[src/rtl/buf_alloc_pkg.sv]
// Shared definitions for the buffer-slot allocator.
//   alloc_policy_t : slot selection policy (POL_LOWEST = 0, POL_RR = 1).
package buf_alloc_pkg;

  typedef enum logic {
    POL_LOWEST = 1'b0,
    POL_RR     = 1'b1
  } alloc_policy_t;

endpackage

[src/rtl/buf_alloc_param_if.sv]
// Alloc/free bus between the slot allocator and its ingress/egress clients.
//   master : client side, drives alloc_req, free_req, free_addr.
//   slave  : allocator side, drives alloc_gnt/nack/addr, free_err, count, full, empty.
interface buf_alloc_param_if #(
  parameter int unsigned ADDR_W = 4,
  parameter int unsigned CNT_W  = 5
);
  logic              alloc_req;
  logic              alloc_gnt;
  logic              alloc_nack;
  logic [ADDR_W-1:0] alloc_addr;
  logic              free_req;
  logic [ADDR_W-1:0] free_addr;
  logic              free_err;
  logic [CNT_W-1:0]  count;
  logic              full;
  logic              empty;

  modport master (
    output alloc_req, free_req, free_addr,
    input  alloc_gnt, alloc_nack, alloc_addr, free_err, count, full, empty
  );

  modport slave (
    input  alloc_req, free_req, free_addr,
    output alloc_gnt, alloc_nack, alloc_addr, free_err, count, full, empty
  );
endinterface

[src/rtl/buf_alloc_pick.sv]
// Combinational rotate-start priority encoder.
//   busy  : per-slot busy bits.
//   start : first slot index to consider (must be < NBUF).
//   found : some slot is clear.
//   idx   : first clear slot at or above start, wrapping from NBUF-1 to 0.
module buf_alloc_pick #(
  parameter int unsigned NBUF   = 16,
  parameter int unsigned ADDR_W = 4
) (
  input  logic [NBUF-1:0]   busy,
  input  logic [ADDR_W-1:0] start,
  output logic              found,
  output logic [ADDR_W-1:0] idx
);

  logic [NBUF-1:0] rot;
  int unsigned     off;
  int unsigned     pos;

  // Rotate so bit 0 of rot is slot 'start'; the doubled vector provides the wrap.
  assign rot = NBUF'({busy, busy} >> start);

  always_comb begin
    found = 1'b0;
    off   = 0;
    for (int unsigned i = 0; i < NBUF; i++) begin
      if (!found && !rot[i]) begin
        found = 1'b1;
        off   = i;
      end
    end
    pos = 32'(start) + off;
    if (pos >= NBUF) begin
      pos = pos - NBUF;
    end
    idx = ADDR_W'(pos);
  end

endmodule

[src/rtl/buf_alloc_param.sv]
// Parametrised packet-buffer slot allocator.
//   clock   : rising-edge clock.
//   reset_n : asynchronous active-low reset.
//   bus     : alloc/free bus (slave side); grant, nack, address and free_err are
//             registered one-cycle responses, full/empty decode the registered count.
module buf_alloc_param
  import buf_alloc_pkg::*;
#(
  parameter int unsigned   NBUF   = 16,
  parameter int unsigned   ADDR_W = 4,
  parameter int unsigned   CNT_W  = $clog2(NBUF + 1),
  parameter alloc_policy_t POLICY = POL_LOWEST
) (
  input logic              clock,
  input logic              reset_n,
  buf_alloc_param_if.slave bus
);

  localparam int unsigned ASpan = 2 ** ADDR_W;

  logic [NBUF-1:0]   busy_q, busy_d;
  logic [CNT_W-1:0]  count_q, count_d;
  logic [ASpan-1:0]  busy_ext;
  logic [NBUF-1:0]   alloc_mask, free_mask;
  logic [ADDR_W-1:0] start, pick_idx, addr_q;
  logic              pick_found, alloc_ok, free_ok;
  logic              gnt_q, nack_q, ferr_q;

  buf_alloc_pick #(
    .NBUF  (NBUF),
    .ADDR_W(ADDR_W)
  ) u_pick (
    .busy (busy_q),
    .start(start),
    .found(pick_found),
    .idx  (pick_idx)
  );

  if (POLICY == POL_RR) begin : g_rr
    logic [ADDR_W-1:0] rr_ptr_q;
    logic [ADDR_W-1:0] rr_next;

    assign rr_next = (pick_idx == ADDR_W'(NBUF - 1)) ? '0 : pick_idx + ADDR_W'(1);
    assign start   = rr_ptr_q;

    always_ff @(posedge clock or negedge reset_n) begin
      if (!reset_n) begin
        rr_ptr_q <= '0;
      end else if (alloc_ok) begin
        rr_ptr_q <= rr_next;
      end
    end
  end else begin : g_lowest
    assign start = '0;
  end

  // Zero-extended view: out-of-range free addresses read as idle and flag free_err.
  assign busy_ext = ASpan'(busy_q);

  // Both decisions use pre-edge busy, so a slot freed this cycle is not re-granted yet.
  assign alloc_ok = bus.alloc_req & pick_found;
  assign free_ok  = bus.free_req & busy_ext[bus.free_addr];

  always_comb begin
    alloc_mask = alloc_ok ? (NBUF'(1) << pick_idx) : '0;
    free_mask  = free_ok ? (NBUF'(1) << bus.free_addr) : '0;
    busy_d     = (busy_q | alloc_mask) & ~free_mask;
    count_d    = count_q + CNT_W'(alloc_ok) - CNT_W'(free_ok);
  end

  always_ff @(posedge clock or negedge reset_n) begin
    if (!reset_n) begin
      busy_q  <= '0;
      count_q <= '0;
      gnt_q   <= 1'b0;
      nack_q  <= 1'b0;
      ferr_q  <= 1'b0;
      addr_q  <= '0;
    end else begin
      busy_q  <= busy_d;
      count_q <= count_d;
      gnt_q   <= alloc_ok;
      nack_q  <= bus.alloc_req & ~pick_found;
      ferr_q  <= bus.free_req & ~free_ok;
      if (alloc_ok) begin
        addr_q <= pick_idx;
      end else if (bus.alloc_req) begin
        addr_q <= '0;
      end
    end
  end

  assign bus.alloc_gnt  = gnt_q;
  assign bus.alloc_nack = nack_q;
  assign bus.alloc_addr = addr_q;
  assign bus.free_err   = ferr_q;
  assign bus.count      = count_q;
  assign bus.full       = (count_q == CNT_W'(NBUF));
  assign bus.empty      = (count_q == '0);

endmodule

[src/flat_wrapper.sv]
// flat-port wrapper written by rule: the top's interface ports become plain ports
module buf_alloc_param_flat import buf_alloc_pkg::*;
#(
  parameter int unsigned   NBUF   = 16,
  parameter int unsigned   ADDR_W = 4,
  parameter int unsigned   CNT_W  = $clog2(NBUF + 1),
  parameter alloc_policy_t POLICY = POL_LOWEST
)
  (clock, reset_n, bus_alloc_req, bus_free_req, bus_free_addr, bus_alloc_gnt, bus_alloc_nack, bus_alloc_addr, bus_free_err, bus_count, bus_full, bus_empty);
  buf_alloc_param_if #(.ADDR_W(ADDR_W), .CNT_W(CNT_W)) bus_i ();
  input logic clock;
  input logic reset_n;
  input wire logic [$bits(bus_i.alloc_req)-1:0] bus_alloc_req;
  input wire logic [$bits(bus_i.free_req)-1:0] bus_free_req;
  input wire logic [$bits(bus_i.free_addr)-1:0] bus_free_addr;
  output wire logic [$bits(bus_i.alloc_gnt)-1:0] bus_alloc_gnt;
  output wire logic [$bits(bus_i.alloc_nack)-1:0] bus_alloc_nack;
  output wire logic [$bits(bus_i.alloc_addr)-1:0] bus_alloc_addr;
  output wire logic [$bits(bus_i.free_err)-1:0] bus_free_err;
  output wire logic [$bits(bus_i.count)-1:0] bus_count;
  output wire logic [$bits(bus_i.full)-1:0] bus_full;
  output wire logic [$bits(bus_i.empty)-1:0] bus_empty;
  assign bus_i.alloc_req = bus_alloc_req;
  assign bus_i.free_req = bus_free_req;
  assign bus_i.free_addr = bus_free_addr;
  assign bus_alloc_gnt = bus_i.alloc_gnt;
  assign bus_alloc_nack = bus_i.alloc_nack;
  assign bus_alloc_addr = bus_i.alloc_addr;
  assign bus_free_err = bus_i.free_err;
  assign bus_count = bus_i.count;
  assign bus_full = bus_i.full;
  assign bus_empty = bus_i.empty;
  buf_alloc_param #(.NBUF(NBUF), .ADDR_W(ADDR_W), .CNT_W(CNT_W), .POLICY(POLICY)) u_core (.clock(clock), .reset_n(reset_n), .bus(bus_i));
endmodule
[config.mk]
export PLATFORM = sky130hd
export DESIGN_NAME = buf_alloc_param_flat
export DESIGN_NICKNAME = d
export VERILOG_FILES = /design/src/rtl/buf_alloc_pkg.sv /design/src/rtl/buf_alloc_param_if.sv /design/src/rtl/buf_alloc_pick.sv /design/src/rtl/buf_alloc_param.sv /design/src/flat_wrapper.sv
export SDC_FILE = /design/constraint.sdc
export NUM_CORES = 1
export LEC_CHECK = 0
export CORE_MARGIN = 2
export CORE_UTILIZATION = 35
export DETAILED_ROUTE_END_ITERATION = 8
export PLACE_DENSITY = 0.65
export REMOVE_ABC_BUFFERS = 1
export SLEW_MARGIN = 20
export SYNTH_ARGS = -nofsm -noshare
export SYNTH_HDL_FRONTEND = slang
export SYNTH_HIERARCHICAL = 1
export SYNTH_SLANG_ARGS = --single-unit
[constraint.sdc]
create_clock -name clock -period 4.5 [get_ports clock]
set_input_delay 0.675 -clock clock [delete_from_list [all_inputs] [get_ports clock]]
set_output_delay 0.675 -clock clock [all_outputs]
set_load 0.01 [all_outputs]
==> run metrics, run 1 <==
Clock Tree Root clkbuf_8; Avg WL per Cell 16.87 um; leakage 1.217 nW; grt met1 use 20.15%; CTS tree done; share of layout cells above drive strength 1 11.79%; internal power 1.023 mW; Initial Util between 30 and 40%; antenna violations before repair 0; maxcap violations 0; final hold vios 0; antenna fix cells 0; Reg2Reg Depth 12; #FFs+latches synth 28; DIE AREA 0.008355 sq mm; Combinational Power Share 62.7%; DRT Wirelength 6.392 mm; CP Max Fanout 6; I/O pins 22; Seq/Total Area, Yosys 26.20%; DR vias ~2200; setup_tns 0 ns; internal reg-to-reg setup slack around 0.71 ns; Post-Synthesis Cells 256; Worst slew margin 42.88%; Required @ worst endpoint 4.70 ns; clock latency at the later pin of the worst-skew pair 0.28 ns; worst IR drop on VDD 0.4012 mV; GP Congestion 0.9139; clock skew 0.005848 ns; period utilization between 80 and 90%; Mean Syn Cell Area 10.44 sq um; num rows 31; Slew Limit Fails 0; chip height a little over 90 um; status finished, final reports clean; overall routing resource usage 15.45%; Startpoint Class register; Final nets 300; fmax around 0.26 GHz; Final min period ~3.8 ns; Die X 91.41 um; Final ANT Viol Nets 0; pwr dens 626.8 mW/mm^2; total power draw between 1.5 and 2 mW; CP Capture Type register; Finished Core Util 40.95%; count of different cell masters after synthesis 60; Detailed Place HPWL 4.883 mm; GRT Max-Usage Layer met2; Worst-Margin Slew 0.8506 ns; worst r2r dst u_core/busy_ext[7]; Hold Crit Class reg2reg; number of gates resized after cts 0; switching share of power 45.60%; Worst-path clk slew 0.10 ns; hold_buf cts 0; CTS Buffer Depth 2; top_reg_cell synth dfrtp_1; crit path kind reg2reg; first-pass GRT wire length roughly 11 mm; GR Util met2 26.59%; worst r2r src u_core/busy_ext[10]; CP arrival 3.99 ns; First DRT Iteration DRCs around 140; switching pwr around 0.86 mW; hold path start u_core/bus.alloc_addr[1]; unrepaired setup endpoints after global routing false; Syn. warnings 6; area grow syn2layout 12.26%; clk sinks 28; clock share of power 8.6%; Port-buffer cells 21; area of the mapped netlist 0.002674 sq mm; Core Box Area 0.007331 sq mm; Worst Hold End u_core/bus.alloc_addr[1]; postcts setup bufs 0; met3 track demand over resource 2.241%; Hold Crit Depth 2; grt total ovfl 0; Finish-stage setup viols 0; EDFF count, synth 0; vias in the first global route between 2000 and 2500; number of fill cells between 600 and 700; Seq pwr share around 29%; DRC Markers 0; largest net degree at the start of global routing 29; clock buffer count from CTS 3; drt pass-1 iters 4; H-tree Lvls 1; ys async rst share 100.0%; Via density 5.731
-- synthesized netlist by cell type (2+ instances only) --
library cell / number / area [sq um]
inv_1: 18 / 67.56
or2_2: 3 / 18.77
a221oi_2: 2 / 30.03
a22oi_1: 2 / 15.01
a41oi_1: 15 / 131.4
nand3_1: 6 / 30.03
and2_1: 2 / 12.51
mux2_2: 8 / 90.09
and3_1: 4 / 25.02
xor2_1: 2 / 17.52
o21bai_1: 3 / 22.52
a21o_1: 3 / 22.52
dfrtp_1: 28 / 700.7
buf_6: 4 / 45.04
a21oi_1: 19 / 95.09
xnor2_1: 5 / 43.79
nand2_1: 13 / 48.80
nor2_1: 8 / 30.03
a31o_2: 2 / 17.52
a31oi_1: 6 / 37.54
o21ai_0: 13 / 65.06
buf_2: 3 / 15.01
nor3_1: 3 / 15.01
fa_1: 2 / 40.04
ha_1: 9 / 112.6
mux2i_1: 16 / 160.2
nor2b_1: 9 / 56.30
a221oi_1: 2 / 17.52
mux4_1: 15 / 394.1
-- layout by cell type (no fill, tap or decap), types with 3 or more instances in the layout --
cell type / n
dfrtp_1: 28
clkdlybuf4s50_1: 21
a21oi_1: 19
inv_1: 18
mux2i_1: 16
a41oi_1: 15
mux4_1: 15
nand2_1: 13
o21ai_0: 13
conb_1: 10
nor2b_1: 9
ha_1: 9
nor2_1: 8
mux2_2: 8
nand3_1: 6
a31oi_1: 6
xnor2_1: 5
clkbuf_8: 4
and3_1: 4
or2_2: 3
o21bai_1: 3
a21o_1: 3
nor3_1: 3
buf_4: 3
-- routing by layer --
layer | share of wire (%) | vias up
li1 | - | 1033
met1 | 44 | 1063
met2 | 50 | 72
met3 | 5.0 | 4
met4 | 0.89 | 0
met5 | 0 | -
-- layout make-up --
type | instances | area, sq um | share of cell area (%)
Inverter | 20 | 75.07 | 2.501
Tap cell | 99 | 123.9 | 4.127
Sequential cell | 28 | 700.7 | 23.34
Multi-Input combinational cell | 204 | 1814 | 60.44
Timing Repair Buffer | 24 | 232.7 | 7.753
Clock buffer | 4 | 55.05 | 1.834
-- flip-flops by register name, summed over array words and instances (netlist names) --
register / flops
u_core/bus.count: 5
u_core/bus.alloc_gnt: 1
u_core/bus.alloc_addr: 4
u_core/busy_ext: 16
u_core/bus.free_err: 1
u_core/bus.alloc_nack: 1
-- power groups by stage --
stage | sequential, mW | clock [mW] | combinational [mW]
2_1_floorplan | 0.488 | 0 | 0.851
3_3_place_gp | 0.538 | 0 | 1.15
3_5_place_dp | 0.541 | 0 | 1.16
4_1_cts | 0.538 | 0.165 | 1.17
5_1_grt | 0.561 | 0.178 | 1.31
6_report | 0.539 | 0.162 | 1.18
-- critical path: stages (launching register included) --
cell and delay (ns):
dfrtp_1 0.48, mux4_1 0.54, mux2_2 0.31, nor2b_1 0.17, a221oi_1 0.33, o21bai_1 0.10, a31oi_1 0.23, a31oi_1 0.09
fa_1 0.47, inv_1 0.13, nor3b_1 0.50, a31oi_1 0.16, a41oi_1 0.20
-- how the worst max path moves through the flow --
stage                          end                start  slack, ns  depth (start not counted)
3_5_place_dp   u_core/bus.count[4]     bus_free_addr[1]       0.60                         14
5_1_grt        u_core/bus.count[4]  u_core/busy_ext[15]       0.48                         16
6_report        u_core/busy_ext[7]  u_core/busy_ext[10]       0.71                         12
3_3_place_gp   u_core/bus.count[4]     bus_free_addr[1]       0.66                         14
4_1_cts         u_core/busy_ext[7]  u_core/busy_ext[10]       0.75                         12
2_1_floorplan  u_core/bus.count[4]   u_core/busy_ext[4]       1.22                         17
-- cells by family after synthesis --
| logic type | synth area share, % |
|---|---|
| buffers and inverters | 7.205 |
| AOI/OAI and AO/OA | 21.01 |
| DFF | 26.20 |
| adders and majority gates | 5.709 |
| muxes | 25.50 |
| and+or+nand+nor | 11.93 |
| other | 0.1402 |
| xor gates and xnor gates | 2.293 |
-- metrics by stage --
| step | instance area [sq um] | std cells | setup WS [ns] | hold WS (ns) |
|---|---|---|---|---|
| floorplan | 2590 | 252 | 1.220 | 0.3794 |
| global placement | 2947 | 375 | 0.6558 | 0.5103 |
| detailed placement | 2947 | 375 | 0.5982 | 0.5139 |
| CTS | 3002 | 379 | 0.7474 | 0.5304 |
| global route | 3002 | 379 | 0.4829 | 0.5674 |
| finish | 3002 | 379 | 0.7123 | 0.5246 |
Power figures use the tool's default switching activity.
==> run 2, diff against run 1 <==
==> constraint.sdc (replaced) <==
create_clock -name clock -period 3.58 [get_ports clock]
set_input_delay 0.537 -clock clock [delete_from_list [all_inputs] [get_ports clock]]
set_output_delay 0.537 -clock clock [all_outputs]
set_load 0.01 [all_outputs]
==> run metrics, run 2 (same netlist as run 1, synthesis figures left out) <==
vias in the first global route 2353 (was 2113); final non-filler cell area 0.003286 sq mm (was 0.003002 sq mm); WP buf/inv 3 (was 1); Finished Layout Cells 407 (was 379); chip height 91.41 um (unchanged); slowest stage delay, CP 0.54 ns (about the same); CTS Buffer Depth 2 (unchanged); clock latency at the later pin of the worst-skew pair 0.28 ns (about the same); number of fill cells 688 (was 694); Hold Crit Class reg2reg (unchanged); H-tree Lvls 1 (unchanged); DRT Wirelength 7.098 mm (was 6.392 mm); CP Capture Type register (unchanged); hold_ws 0.5326 ns (was 0.5246 ns); dpl ws 0.04720 ns (was 0.5982 ns); I/O pins 22 (unchanged); First DRT Iteration DRCs 208 (was 138); Inst Count DP 403 (was 375); Via density 5.764 (was 5.731); unrepaired setup endpoints after global routing false (unchanged); grt total ovfl 0 (unchanged); DR vias 2346 (was 2172); Final nets 328 (was 300); Finished Core Util 44.82% (was 40.95%); num rows 31 (unchanged); placed cell area 0.003169 sq mm (was 0.002947 sq mm); area grow syn2layout 22.88% (was 12.26%); antenna violations before repair 0 (unchanged); Worst-path clk slew 0.10 ns (about the same); Required @ worst endpoint 3.79 ns (was 4.70 ns); commonest non-fill, non-tap cell in the layout buf_4 (was dfrtp_1); final hold vios 0 (unchanged); CP top delay family multiplexers (was compound AO/OA/AOI/OAI gates); fmax 0.2951 GHz (was 0.2640 GHz); CP arrival 3.60 ns (was 3.99 ns); Most common cell on crit path inv_1 (was a31oi_1); clk sinks 28 (unchanged); Detailed Place HPWL 5.483 mm (was 4.883 mm); critical-path cell list mux4_1, mux2_2, o21ai_0, or2_0, nor2_1, nand2_2, nand2_2, ha_1, inv_1, ha_1, inv_1, fa_2, inv_1, a21oi_1, o21bai_1, xnor2_1 (was mux4_1, mux2_2, nor2b_1, a221oi_1, o21bai_1, a31oi_1, a31oi_1, fa_1, inv_1, nor3b_1, a31oi_1, a41oi_1); leakage 1.363 nW (was 1.217 nW); DRC Markers 0 (unchanged); Core Box Area 0.007331 sq mm (unchanged); maxcap violations 0 (unchanged); drt pass-1 iters 5 (was 4); Port-buffer cells 21 (unchanged); status finished, final reports clean (unchanged); Initial Util 36.47% (unchanged); CTS tree done (unchanged); clock buffer count from CTS 3 (unchanged); pwr dens 830.1 mW/mm^2 (was 626.8 mW/mm^2); Startpoint Class register (unchanged); max reg flops 16 (unchanged); setup_tns 0 ns (unchanged); period utilization 94.66% (was 84.17%); Final Worst Setup Slack 0.1912 ns (was 0.7123 ns); Avg WL per Cell 17.44 um (was 16.87 um); hold_buf cts 0 (unchanged); DIE AREA 0.008355 sq mm (unchanged); Slew Limit Fails 0 (unchanged); overall routing resource usage 17.70% (was 15.45%); antenna fix cells 0 (unchanged); first-pass GRT wire length 12.01 mm (was 10.59 mm); CP max stage cell mux4_1 (unchanged); crit path kind reg2reg (unchanged); share of layout cells above drive strength 1 24.35% (was 11.79%); Clock Tree Root clkbuf_8 (unchanged); worst IR drop on VDD 0.5092 mV (was 0.4012 mV); Die X 91.41 um (unchanged); clock skew 0.007841 ns (was 0.005848 ns); largest net degree at the start of global routing 29 (unchanged); CP Max Fanout 4 (was 6); Finish-stage setup viols 0 (unchanged); highest-count cells in the layout ignoring fill and taps buf_4, dfrtp_1, clkdlybuf4s50_1, inv_1, a21oi_1 (was dfrtp_1, clkdlybuf4s50_1, a21oi_1, inv_1, mux2i_1); GP Congestion 0.9379 (was 0.9139); total power draw 2.727 mW (was 1.882 mW); Final ANT Viol Nets 0 (unchanged); Final min period 3.389 ns (was 3.788 ns)
## run 2: path summary, 6_finish.rpt
kind                                          startpoint                        to  slack (ns)  cells past startpoint
worst max-delay path                 u_core/busy_ext[14]       u_core/bus.count[4]        0.19                     16
worst min-delay path            u_core/bus.alloc_addr[0]  u_core/bus.alloc_addr[0]        0.53                      2
worst max register to register       u_core/busy_ext[14]       u_core/bus.count[4]        0.19                     16
worst min register to register  u_core/bus.alloc_addr[0]  u_core/bus.alloc_addr[0]        0.53                      2
max in group asynchronous                        reset_n        u_core/busy_ext[2]        2.69                      2
min in group asynchronous                        reset_n       u_core/bus.count[0]        0.62                      2
## run 2: cell type report
cell class | count | area [sq um] | area share [%]
multi-input cells | 204 | 1859 | 56.59
clock inverters | 1 | 30.03 | 0.9139
inverters | 20 | 75.07 | 2.285
well taps | 99 | 123.9 | 3.770
repair buffers | 52 | 455.4 | 13.86
clock buffers | 3 | 41.29 | 1.257
flip-flops and latches | 28 | 700.7 | 21.33
## run 2: per-layer routing
| layer | share of wire, % | wire (um) | vias to the layer above | global-route usage, % |
|---|---|---|---|---|
| met4 | 2.3 | 163 | 0 | 5.934 |
| li1 | - | - | 1089 | - |
| met2 | 49 | 3448 | 92 | 29.78 |
| met3 | 4.9 | 347 | 14 | 1.079 |
| met1 | 44 | 3139 | 1151 | 24.18 |
| met5 | 0 | 0 | - | 0 |
## run 2: worst reg2reg max path, delay by kind of cell (launching register included)
| kind | cells | cell delay, ns |
|---|---|---|
| muxes | 2 | 0.87 |
| AOI/OAI and AO/OA | 3 | 0.48 |
| and+or+nand+nor | 4 | 0.46 |
| adders and majority gates | 3 | 0.80 |
| DFF | 1 | 0.40 |
| buffers and inverters | 3 | 0.19 |
| xor gates and xnor gates | 1 | 0.14 |
## run 2: timing repair
| item | 4_1_cts | 5_1_grt |
|---|---|---|
| buffers inserted | 0 | 0 |
| endpoints found under the setup margin | 0 | 10 |
| resized for setup | 0 | 17 |
## run 2: report_power, final
group	internal [mW]	switching (mW)	leakage, nW
clock network	0.150	0.103	0.0357
logic	0.931	0.962	1.01
registers	0.464	0.117	0.320
total	1.54	1.18	1.36
==> run 3, diff against run 2 <==
--- a/config.mk
+++ b/config.mk
@@ -7,6 +7,7 @@
 export LEC_CHECK = 0
 export CORE_MARGIN = 2
 export CORE_UTILIZATION = 35
+export CTS_CLUSTER_SIZE = 14
 export DETAILED_ROUTE_END_ITERATION = 8
 export PLACE_DENSITY = 0.65
 export REMOVE_ABC_BUFFERS = 1
==> results of run 3 <==
No change in the layout: final DEF, timing and power equal those of run 2.
